--- config.mk ---
export PLATFORM = sky130hd
export DESIGN_NAME = write_pointer_manager_flat
export DESIGN_NICKNAME = d
export VERILOG_FILES = /design/src/rtl/write_pointer_manager_pkg.sv /design/src/rtl/write_pointer_manager_if.sv /design/src/rtl/sync_ff.sv /design/src/rtl/write_pointer_manager.sv /design/src/flat_wrapper.sv
export SDC_FILE = /design/constraint.sdc
export NUM_CORES = 1
export LEC_CHECK = 0
export CAP_MARGIN = 25
export CORE_MARGIN = 2
export CORE_UTILIZATION = 40
export DETAILED_ROUTE_END_ITERATION = 6
export PLACE_DENSITY = 0.7
export SYNTH_ARGS = -nofsm -noshare
export SYNTH_HDL_FRONTEND = slang
export SYNTH_SLANG_ARGS = --single-unit
--- constraint.sdc ---
create_clock -name clk_write -period 8.1 [get_ports clk_write]
set_input_delay 1.62 -clock clk_write [delete_from_list [all_inputs] [get_ports clk_write]]
set_output_delay 1.62 -clock clk_write [all_outputs]
set_load 0.05 [all_outputs]
--- src/rtl/write_pointer_manager_pkg.sv ---
// write_pointer_manager_pkg: Gray coding, depth and full-compare helpers shared by both FIFO pointer managers.
package write_pointer_manager_pkg;
   typedef logic [31:0] word_t;
   function automatic word_t bin2gray(word_t b);
      return b ^ (b >> 1);
   endfunction
   function automatic word_t gray2bin(word_t g);
      word_t b;
      b = g;
      for (int i = 1; i < 32; i++) b = b ^ (g >> i);
      return b;
   endfunction
   function automatic int depth(int pw);
      return 1 << pw;
   endfunction
   // Full when the two top Gray bits of an n-bit pointer differ and the rest match.
   function automatic logic full_cmp(word_t wg, word_t rg, int n);
      return wg == (rg ^ (word_t'(3) << (n - 2)));
   endfunction
endpackage

--- src/rtl/write_pointer_manager_if.sv ---
// write_pointer_manager_if: producer/RAM/cross-domain signals of the write pointer manager.
interface write_pointer_manager_if #(parameter int PTR_WIDTH = 4);
   logic                 req_write;
   logic [PTR_WIDTH:0]   ptr_read_gray;
   logic [PTR_WIDTH-1:0] addr_write;
   logic                 en_write;
   logic [PTR_WIDTH:0]   ptr_write_gray;
   logic                 flag_full;
   logic                 flag_almost_full;
   logic                 flag_of;
   logic [PTR_WIDTH:0]   level_write;
   modport master (output req_write, ptr_read_gray,
                   input addr_write, en_write, ptr_write_gray, flag_full, flag_almost_full, flag_of, level_write);
   modport slave (input req_write, ptr_read_gray,
                  output addr_write, en_write, ptr_write_gray, flag_full, flag_almost_full, flag_of, level_write);
endinterface

--- src/rtl/sync_ff.sv ---
// sync_ff: STAGES-deep reset-to-zero flop chain for bringing a Gray pointer into this clock domain.
module sync_ff #(
   parameter int WIDTH  = 5,
   parameter int STAGES = 2
) (
   input  logic             clk,
   input  logic             reset_n,
   input  logic [WIDTH-1:0] d,
   output logic [WIDTH-1:0] q
);
   logic [STAGES-1:0][WIDTH-1:0] stage_q, stage_d;
   always_comb stage_d = {stage_q[STAGES-2:0], d};
   always_ff @(posedge clk or negedge reset_n)
      if (!reset_n) stage_q <= '0;
      else stage_q <= stage_d;
   assign q = stage_q[STAGES-1];
endmodule

--- src/rtl/write_pointer_manager.sv ---
// write_pointer_manager: write-domain pointer, Gray export and full/almost-full/overflow/level flags of the dual-clock FIFO.
module write_pointer_manager
   import write_pointer_manager_pkg::*;
#(
   parameter int PTR_WIDTH   = 4,
   parameter int AF_MARGIN   = 2,
   parameter int SYNC_STAGES = 2
) (
   input logic clk_write,
   input logic reset_n,
   write_pointer_manager_if.slave wif
);
   localparam int PW    = PTR_WIDTH + 1;
   localparam int DEPTH = depth(PTR_WIDTH);
   logic [PW-1:0] wbin_q, wbin_d, wgray_q, wgray_d, rq_sync, rbin_sync, level;
   logic          of_q, of_d, full, en;
   sync_ff #(.WIDTH(PW), .STAGES(SYNC_STAGES)) u_sync (
      .clk(clk_write), .reset_n(reset_n), .d(wif.ptr_read_gray), .q(rq_sync)
   );
   always_comb begin
      full      = full_cmp(32'(wgray_q), 32'(rq_sync), PW);
      en        = wif.req_write && !full;
      wbin_d    = en ? wbin_q + PW'(1) : wbin_q;
      wgray_d   = PW'(bin2gray(32'(wbin_d)));
      of_d      = wif.req_write && full;
      rbin_sync = PW'(gray2bin(32'(rq_sync)));
      level     = wbin_q - rbin_sync;
   end
   always_ff @(posedge clk_write or negedge reset_n)
      if (!reset_n) begin
         wbin_q  <= '0;
         wgray_q <= '0;
         of_q    <= 1'b0;
      end else begin
         wbin_q  <= wbin_d;
         wgray_q <= wgray_d;
         of_q    <= of_d;
      end
   assign wif.addr_write       = wbin_q[PTR_WIDTH-1:0];
   assign wif.en_write         = en;
   assign wif.ptr_write_gray   = wgray_q;
   assign wif.flag_full        = full;
   assign wif.flag_almost_full = level >= PW'(DEPTH - AF_MARGIN);
   assign wif.flag_of          = of_q;
   assign wif.level_write      = level;
endmodule
--- src/flat_wrapper.sv ---
// flat-port wrapper written by rule: the top's interface ports become plain ports
module write_pointer_manager_flat import write_pointer_manager_pkg::*;
#(
   parameter int PTR_WIDTH   = 4,
   parameter int AF_MARGIN   = 2,
   parameter int SYNC_STAGES = 2
)
  (clk_write, reset_n, wif_req_write, wif_ptr_read_gray, wif_addr_write, wif_en_write, wif_ptr_write_gray, wif_flag_full, wif_flag_almost_full, wif_flag_of, wif_level_write);
  write_pointer_manager_if #(.PTR_WIDTH(PTR_WIDTH)) wif_i ();
  input logic clk_write;
  input logic reset_n;
  input wire logic [$bits(wif_i.req_write)-1:0] wif_req_write;
  input wire logic [$bits(wif_i.ptr_read_gray)-1:0] wif_ptr_read_gray;
  output wire logic [$bits(wif_i.addr_write)-1:0] wif_addr_write;
  output wire logic [$bits(wif_i.en_write)-1:0] wif_en_write;
  output wire logic [$bits(wif_i.ptr_write_gray)-1:0] wif_ptr_write_gray;
  output wire logic [$bits(wif_i.flag_full)-1:0] wif_flag_full;
  output wire logic [$bits(wif_i.flag_almost_full)-1:0] wif_flag_almost_full;
  output wire logic [$bits(wif_i.flag_of)-1:0] wif_flag_of;
  output wire logic [$bits(wif_i.level_write)-1:0] wif_level_write;
  assign wif_i.req_write = wif_req_write;
  assign wif_i.ptr_read_gray = wif_ptr_read_gray;
  assign wif_addr_write = wif_i.addr_write;
  assign wif_en_write = wif_i.en_write;
  assign wif_ptr_write_gray = wif_i.ptr_write_gray;
  assign wif_flag_full = wif_i.flag_full;
  assign wif_flag_almost_full = wif_i.flag_almost_full;
  assign wif_flag_of = wif_i.flag_of;
  assign wif_level_write = wif_i.level_write;
  write_pointer_manager #(.PTR_WIDTH(PTR_WIDTH), .AF_MARGIN(AF_MARGIN), .SYNC_STAGES(SYNC_STAGES)) u_core (.clk_write(clk_write), .reset_n(reset_n), .wif(wif_i));
endmodule
# Word-level counts from Yosys, hierarchy flattened

Cells that the tools add are included.

Bits in read-only memories: 0
Output and inout bits: 18
Bits in writable memories: 0
Logic and storage cells: 19
Input bits: 8
Flip-flop bits (word level): 21
Memories kept: 0
Bits in latches: 0

$add $sub $neg: 2
Shifts and indexed selects: 0
Bitwise operators: 6
$mul: 0
Reductions and logical operators: 3
Divide/modulo/power cells: 0
$lt $le $gt $ge: 1
Mux-type cells: 1
Equal/unequal tests: 1

Operator list:

| kind                                                                   | number |
|---|---|
| 5-bit by 4-bit bitwise XOR with 5-bit output                           | 2 |
| 5-bit by 1-bit adder with 5-bit output (second input constant)         | 1 |
| 5-bit == test                                                          | 1 |
| 5-bit by 4-bit >= comparator with 1-bit output (second input constant) | 1 |
| 5-bit two-way mux                                                      | 1 |
| 5-bit subtractor                                                       | 1 |
| 5-bit by 1-bit bitwise XOR with 5-bit output                           | 1 |
| 5-bit by 2-bit bitwise XOR with 5-bit output                           | 1 |
| 5-bit by 3-bit bitwise XOR with 5-bit output                           | 1 |
| 1-bit logical AND                                                      | 2 |
| 2-bit NOT                                                              | 1 |
| 1-bit logical NOT                                                      | 1 |

# Depth between registers and ports, before layout

Gate-level depths: netlist of the first run.

Word-level depth: 6
Depth in mapped cells: 11
Mapped depth without buffers: 11

# By module

Synthesis of the first run repeated with hierarchy kept, for this count alone.

Cells, all modules: 82
Area total of the unflattened synthesis: 1,009.7 um2

By module, submodules not included:

| module                | seq. area each (um2) | times used | area each (um2) | cells each |
|---|---|---|---|---|
| write_pointer_manager | 250.2                | 1          | 759.5           | 72 |
| sync_ff               | 250.2                | 1          | 250.2           | 10 |

# Worst setup path before layout of the first run

Ideal clock, no wire load.

Kind: register to output
From: register u_core.u_sync.stage_q (netlist bit u_core.u_sync.q[4])
To: output port wif_flag_almost_full
Arrival: 3.270 ns
Buffers on the path: 0
Stages on the path, launching flop included: 12
Slack: 3.210 ns
Data required time: 6.480 ns
Cell sequence: dfrtp_1 -> xnor2_1 -> xor2_1 -> xor2_1 -> xnor2_1 -> ha_1 -> fa_1 -> inv_1 -> a21o_1 -> a21oi_1 -> xnor2_1 -> a31o_2

Longest elaborated chain between the ends: 6

RTL lines:

| what                                             | RTL line                        | source |
|---|---|---|
| start: declaration                               | sync_ff.sv:11                   | `logic [STAGES-1:0][WIDTH-1:0] stage_q, stage_d;` |
| start signal: assignment                         | sync_ff.sv:15                   | `else stage_q <= stage_d;` |
| 5-bit by 4-bit bitwise XOR with 5-bit output     | write_pointer_manager_pkg.sv:10 | `for (int i = 1; i < 32; i++) b = b ^ (g >> i);` |
| 5-bit by 3-bit bitwise XOR with 5-bit output     | write_pointer_manager_pkg.sv:10 |  |
| 5-bit by 2-bit bitwise XOR with 5-bit output     | write_pointer_manager_pkg.sv:10 |  |
| 5-bit by 1-bit bitwise XOR with 5-bit output *   | write_pointer_manager_pkg.sv:10 |  |
| 5-bit subtractor *                               | write_pointer_manager.sv:27     | `level = wbin_q - rbin_sync;` |
| named net wif_level_write[4]                     | flat_wrapper.sv:20              | `output wire logic [$bits(wif_i.level_write)-1:0] wif_level_write;` |
| 5-bit by 4-bit >= comparator with 1-bit output * | write_pointer_manager.sv:43     | `assign wif.flag_almost_full = level >= PW'(DEPTH - AF_MARGIN);` |
| end: declaration                                 | flat_wrapper.sv:18              | `output wire logic [$bits(wif_i.flag_almost_full)-1:0] wif_flag_almost_full;` |

The timed path passes the listed nets; every way through them passes the cells marked *.

# Worst setup path in the final report of the first run

From: register u_core.u_sync.stage_q (netlist bit u_core.u_sync.q[4])
To: output port wif_flag_almost_full

Longest elaborated chain between the ends: 6

RTL lines:

| what                                             | RTL line |
|---|---|
| 5-bit by 4-bit bitwise XOR with 5-bit output     | write_pointer_manager_pkg.sv:10 |
| 5-bit by 3-bit bitwise XOR with 5-bit output     | write_pointer_manager_pkg.sv:10 |
| 5-bit by 2-bit bitwise XOR with 5-bit output     | write_pointer_manager_pkg.sv:10 |
| 5-bit by 1-bit bitwise XOR with 5-bit output *   | write_pointer_manager_pkg.sv:10 |
| 5-bit subtractor *                               | write_pointer_manager.sv:27 |
| 5-bit by 4-bit >= comparator with 1-bit output * | write_pointer_manager.sv:43 |

Every way passes the cells marked *; elsewhere a longest branch is shown, timed or not.

==> flow_summary_export.csv, run 1 <==
group,metric,value,unit
run_status,status,"finished, final reports clean",
logic_synthesis,yosysWarnings,0,
floorplanning,die-area,2870,um^2
setup_path,worstSetupPathType,"reg2out",
min_path,whs_endpoint,"u_core.u_sync.q[1]",
global_routing,antenna_found_initial,0,
drt,ant_nets,0,
setup_path,reg2reg_to,"u_core.wif.ptr_write_gray[3]",
logic_synthesis,syn_area,982,um^2
logic_synthesis,netlist.area_leader.share,51.0,%
clock_network,postCtsSetupRepairBufs,0,
logic_synthesis,synth.avg_cell_area,11.6,um^2
place,pre_cts_slack,2970,ps
place,portBuffers,25,
timing,final.period_utilization,64.8,%
drt,drc_errors,0,
setup_path,slowest_stage,"clkdlybuf4s50_1",
flow_run,maxCapViolCount,0,
setup_path,worstPathRequired,6480,ps
drt,vias,668,
logic_synthesis,synth_nets,99,
floorplanning,start_util,43.2,%
setup_path,r2r_cells,6,
setup_path,arrival,3630,ps
setup_path,rrSetupSlack,5990,ps
drt,viasPerCell,4.81,
setup_path,cp_num_buf_inv,2,
floorplanning,die_x,53.6,um
floorplanning,die_h,53.6,um
floorplanning,ios,26,
clock_network,cts_sinks,20,
drt,drtIter0Drc,2,
logic_synthesis,synth.distinct_cells,23,
place,gp_congestion,0.742,
setup_path,crit_chain,"xnor2_1 -> xor2_1 -> xor2_1 -> xnor2_1 -> ha_1 -> fa_1 -> inv_1 -> a21o_1 -> a21oi_1 -> xnor2_1 -> a31o_2 -> clkdlybuf4s50_1",
floorplanning,rows,17,
timing,drv_slew,0,
clock_network,cts_made_buffers,3,
timing,maxSlewHeadroom,43.5,%
timing,worstMarginPinSlew,845,ps
layout,final_area,1310,um^2
global_routing,grt_pass1_vias,666,
logic_synthesis,synth_top_area_cell,"dfrtp_1",
setup_path,cp_max_fo,3,
setup_path,path_common_cell,"xnor2_1",
setup_path,r2r-start,"u_core.wbin_q[4]",
setup_path,path_delay_family,"XOR/XNOR gates",
timing,tns,0,ps
timing,finalWorstSetupSlack,2850,ps
drt,routed_wl,1690,um
clock_network,cts_resized,0,
clock_network,cts_root_buffer,"clkbuf_4",
setup_path,cp-end-kind,"primary output",
logic_synthesis,ys_seq_area_share,51.0,%
global_routing,grt_pass1_wl,2760,um
layout,area_delta_synth_final,33.1,%
logic_synthesis,ys_seq_elements,20,
setup_path,max_stage_delay,790,ps
drt,firstDrtPassIters,2,
layout,nets,126,
timing,fin_skew,5.62,ps
clock_network,clock_path_buffers,2,
clock_network,clock_latency,300,ps
place,dpl.hpwl,1330,um
timing,max_freq,0.190,GHz
min_path,hold_path_class,"reg2reg",
timing,min_period,5250,ps
global_routing,grtUsageTotal,13.9,%
layout,drive_gt1_share,7.21,%
layout,n_antenna_cell,0,
drt,wl_per_cell,12.2,um
min_path,min-delay-start,"u_core.u_sync.stage_d[6]",
setup_path,worstSetupStartpointType,"flop",
logic_synthesis,synthCells,85,
clock_network,cts_hold_buf,0,
logic_synthesis,netlist_top_cells_area,"dfrtp_1 (51%), xnor2_1 (12%), xor2_1 (7.1%)",
layout,fin_cells,139,
place,placed_cell_area,1250,um^2
global_routing,grt_start_max_net_pins,21,
timing,rsz0062_at_grt,"no",
clock_network,htree_levels,1,
timing,setup_violations,0,
clock_network,clkSlewWorstSetupHoldPaths,110,ps
place,place_inst,135,
global_routing,grt_overflow,0,
floorplanning,core,2280,um^2
timing,hold_violations,0,
clock_network,cts_tree,"yes",
min_path,hold_path_depth,0,
## cells in the mapped netlist
master and count:
xnor2_1 13, nor3_2 1, a21o_1 2, a21boi_2 1, and2_1 1, inv_1 7
nand4_1 2, nor2_1 2, o21ai_0 3, nor3b_1 1, a311oi_2 1, ha_1 5
dfrtp_1 20, nand2_1 3, clkbuf_1 2, xor2_1 8, a21oi_1 7, nand3_1 1
and3_1 1, fa_1 1, a41o_1 1, a31o_2 1, buf_2 1
## kinds of logic (layout without fill, tap and decap cells)
| family | Yosys count | count (layout) | share of synthesized area [%] |
|---|---|---|---|
| xor gates and xnor gates | 21 | 21 | 18.7 |
| and+or+nand+nor | 12 | 12 | 6.75 |
| buffers and inverters | 10 | 36 | 3.95 |
| DFF | 20 | 20 | 51.0 |
| AOI/OAI and AO/OA | 16 | 16 | 11.2 |
| adders and majority gates | 6 | 6 | 8.41 |
## layout make-up
type / count / area (um^2)
Multi-Input combinational cell: 55 / 443
Timing Repair Buffer: 25 / 250
Clock buffer: 3 / 22.5
Fill cell: 204 / 968
Sequential cell: 20 / 500
Tap cell: 28 / 35.0
Inverter: 7 / 26.3
Clock inverter: 1 / 30.0
## worst register-to-register path: cells and delay by family, from the launching register on
family,cells,cell delay [ps]
compound gates,3,1010
xor+xnor,2,470
flops,1,450
simple gates,1,110
## placed cells by master, fill, tap and decap left out, types with 3 or more instances in the layout
cell,n
dfrtp_1,20
clkbuf_4,3
inv_1,7
clkdlybuf4s50_1,25
ha_1,5
nand2_1,3
xnor2_1,13
xor2_1,8
o21ai_0,3
a21oi_1,7
## state kept, by name, summed over array words and instances (netlist names)
signal / count
u_core.u_sync.stage_d: 5
u_core.wif.flag_of: 1
u_core.u_sync.q: 5
u_core.wif.ptr_write_gray: 4
u_core.wbin_q: 5
## per-stage QoR
step	utilization [%]	hold slack, ps
6_report	57.4	360
5_1_grt	57.4	374
4_1_cts	57.4	361
3_5_place_dp	55.1	335
3_3_place_gp	55.1	333
2_1_floorplan	-	331
## worst max-delay path by stage
stage,startpoint,endpoint,cells past startpoint
floorplan,u_core.u_sync.q[4],wif_flag_almost_full,11
global placement,wif_req_write,wif_en_write,3
detailed placement,wif_req_write,wif_en_write,3
CTS,u_core.u_sync.q[4],wif_flag_almost_full,12
global route,u_core.u_sync.q[4],wif_flag_almost_full,12
finish,u_core.u_sync.q[4],wif_flag_almost_full,12
## routing by layer
metal	share of wire (%)	vias to the layer above	track usage (%)
met2	53	16	24.1
li1	-	333	-
met4	1.1	0	8.12
met5	0	-	0
met1	43	315	16.5
met3	3.1	4	1.67
Power of run 1 is left out: the tool's default activity adds up to more than one toggle a clock period on the data nets, which glitch-free logic cannot reach.
==> run 2: changes to the inputs <==
- clock period: 8.1 -> 5.4 ns (I/O delays scaled with it)
==> run 2 against run 1 <==
Net effect: non-clock buffer count is the same; final area shrank 1.2%; register-to-register slack lost 2700 ps; flip-flop and latch count is the same; sequential share of layout area grew 0.48 points; clock skew shrank 4.5 ps; first-iteration DRC count grew to 3.0 times the previous value; die area is the same; via count shrank 0.75%; routed wire length shrank 3.0%; clock-buffer cell count grew 1.
==> flow_summary_export.csv, run 2 (same netlist as run 1, synthesis figures left out) <==
group,metric,value,unit
place,dpl.hpwl,1260,um
floorplanning,die-area,2870,um^2
floorplanning,die_h,53.6,um
min_path,hold_path_depth,0,
clock_network,postCtsSetupRepairBufs,0,
setup_path,r2r-start,"u_core.wbin_q[4]",
setup_path,slowest_stage,"clkdlybuf4s50_1",
drt,vias,663,
drt,met1_length,758,um
setup_path,max_stage_delay,790,ps
timing,setup_violations,0,
clock_network,clock_path_buffers,2,
setup_path,worstSetupPathType,"reg2out",
clock_network,cts_made_buffers,3,
place,gp_congestion,0.689,
floorplanning,start_util,43.2,%
run_status,status,"finished, final reports clean",
drt,dr_wl_met3,74,um
setup_path,cp_num_buf_inv,2,
timing,drv_slew,0,
timing,max_freq,0.215,GHz
clock_network,clock_latency,290,ps
layout,final_common_cell,"clkdlybuf4s50_1",
clock_network,cts_sinks,20,
drt,ant_nets,0,
min_path,whs_endpoint,"u_core.u_sync.q[0]",
layout,n_antenna_cell,0,
timing,fin_skew,1.15,ps
setup_path,path_common_cell,"xnor2_1",
setup_path,worstPathRequired,4320,ps
drt,viasPerCell,4.77,
drt,drtIter0Drc,6,
drt,firstDrtPassIters,2,
timing,tns,0,ps
layout,drive_gt1_share,7.21,%
timing,maxSlewHeadroom,42.2,%
global_routing,grt_overflow,0,
global_routing,grt_pass1_vias,649,
timing,hold_violations,0,
setup_path,r2r_cells,6,
setup_path,cp-end-kind,"primary output",
layout,area_delta_synth_final,31.5,%
setup_path,reg2reg_to,"u_core.wif.ptr_write_gray[3]",
drt,drc_errors,0,
flow_run,maxCapViolCount,0,
setup_path,cp_max_fo,3,
min_path,min-delay-start,"u_core.u_sync.stage_d[5]",
floorplanning,die_x,53.6,um
timing,final.period_utilization,86.3,%
clock_network,clkSlewWorstSetupHoldPaths,110,ps
global_routing,grt_start_max_net_pins,21,
clock_network,htree_levels,1,
clock_network,cts_root_buffer,"clkbuf_4",
clock_network,cts_resized,0,
drt,wl_per_cell,11.8,um
drt,met2_length,797,um
place,pre_cts_slack,1030,ps
place,portBuffers,25,
drt,top_layer_used,"met4",
timing,finalWorstSetupSlack,739,ps
timing,rsz0062_at_grt,"no",
setup_path,crit_chain,"xnor2_1 -> xor2_1 -> xor2_1 -> xnor2_1 -> ha_1 -> fa_1 -> inv_1 -> a21o_1 -> a21oi_1 -> xnor2_1 -> a31o_2 -> clkdlybuf4s50_1",
global_routing,grt_pass1_wl,2810,um
drt,routed_wl,1640,um
floorplanning,core,2280,um^2
timing,worstMarginPinSlew,865,ps
global_routing,antenna_found_initial,0,
floorplanning,ios,26,
setup_path,path_delay_family,"XOR/XNOR gates",
setup_path,arrival,3580,ps
setup_path,rrSetupSlack,3320,ps
setup_path,worstSetupStartpointType,"flop",
timing,min_period,4660,ps
global_routing,grtUsageTotal,13.8,%
layout,final_cell_mix,"clkdlybuf4s50_1 (25), dfrtp_1 (20), xnor2_1 (13)",
floorplanning,rows,17,
clock_network,cts_tree,"yes",
min_path,hold_path_class,"reg2reg",
layout,nets,126,
clock_network,cts_hold_buf,0,
-- run 2: final cells by class --
cell class              instances  area, um^2
clock buffers                   4        36.3
inverters                       7        26.3
flip-flops and latches         20         500
fillers                       202         985
multi-input cells              55         443
well taps                      28        35.0
repair buffers                 25         250
-- run 2: worst max path at each step --
stage / from / to / slack, ps / cells after the start
6_report: u_core.u_sync.q[4] / wif_flag_almost_full / 740 / 12
5_1_grt: u_core.u_sync.q[4] / wif_flag_almost_full / 540 / 12
4_1_cts: u_core.u_sync.q[4] / wif_flag_almost_full / 700 / 12
3_5_place_dp: u_core.u_sync.q[4] / wif_flag_almost_full / 1030 / 12
3_3_place_gp: u_core.u_sync.q[4] / wif_flag_almost_full / 1070 / 12
2_1_floorplan: u_core.u_sync.q[4] / wif_flag_almost_full / 1050 / 11
-- run 2: metal layers --
layer  GRT usage [%]  up-vias
li1                -      333
met1            17.2      314
met2            23.3       14
met3            3.33        2
met4            5.13        0
met5               0        -
-- run 2: worst register-to-register path, cell delays in order (launching register included) --
cell and delay [ps]:
dfrtp_1 450, xnor2_1 280, nor3_2 110, a21boi_2 520, a21oi_1 170, a311oi_2 280
xor2_1 190
-- run 2: metrics by stage --
step / hold WS, ps / std cells / area [um^2] / utilization, %
after floorplan: 331 / 85 / 982 / -
after global placement: 334 / 135 / 1250 / 55.1
after detailed placement: 336 / 135 / 1250 / 55.1
after CTS: 361 / 139 / 1290 / 56.7
after global routing: 363 / 139 / 1290 / 56.7
final: 359 / 139 / 1290 / 56.7
Power of run 2 is left out for the same reason.
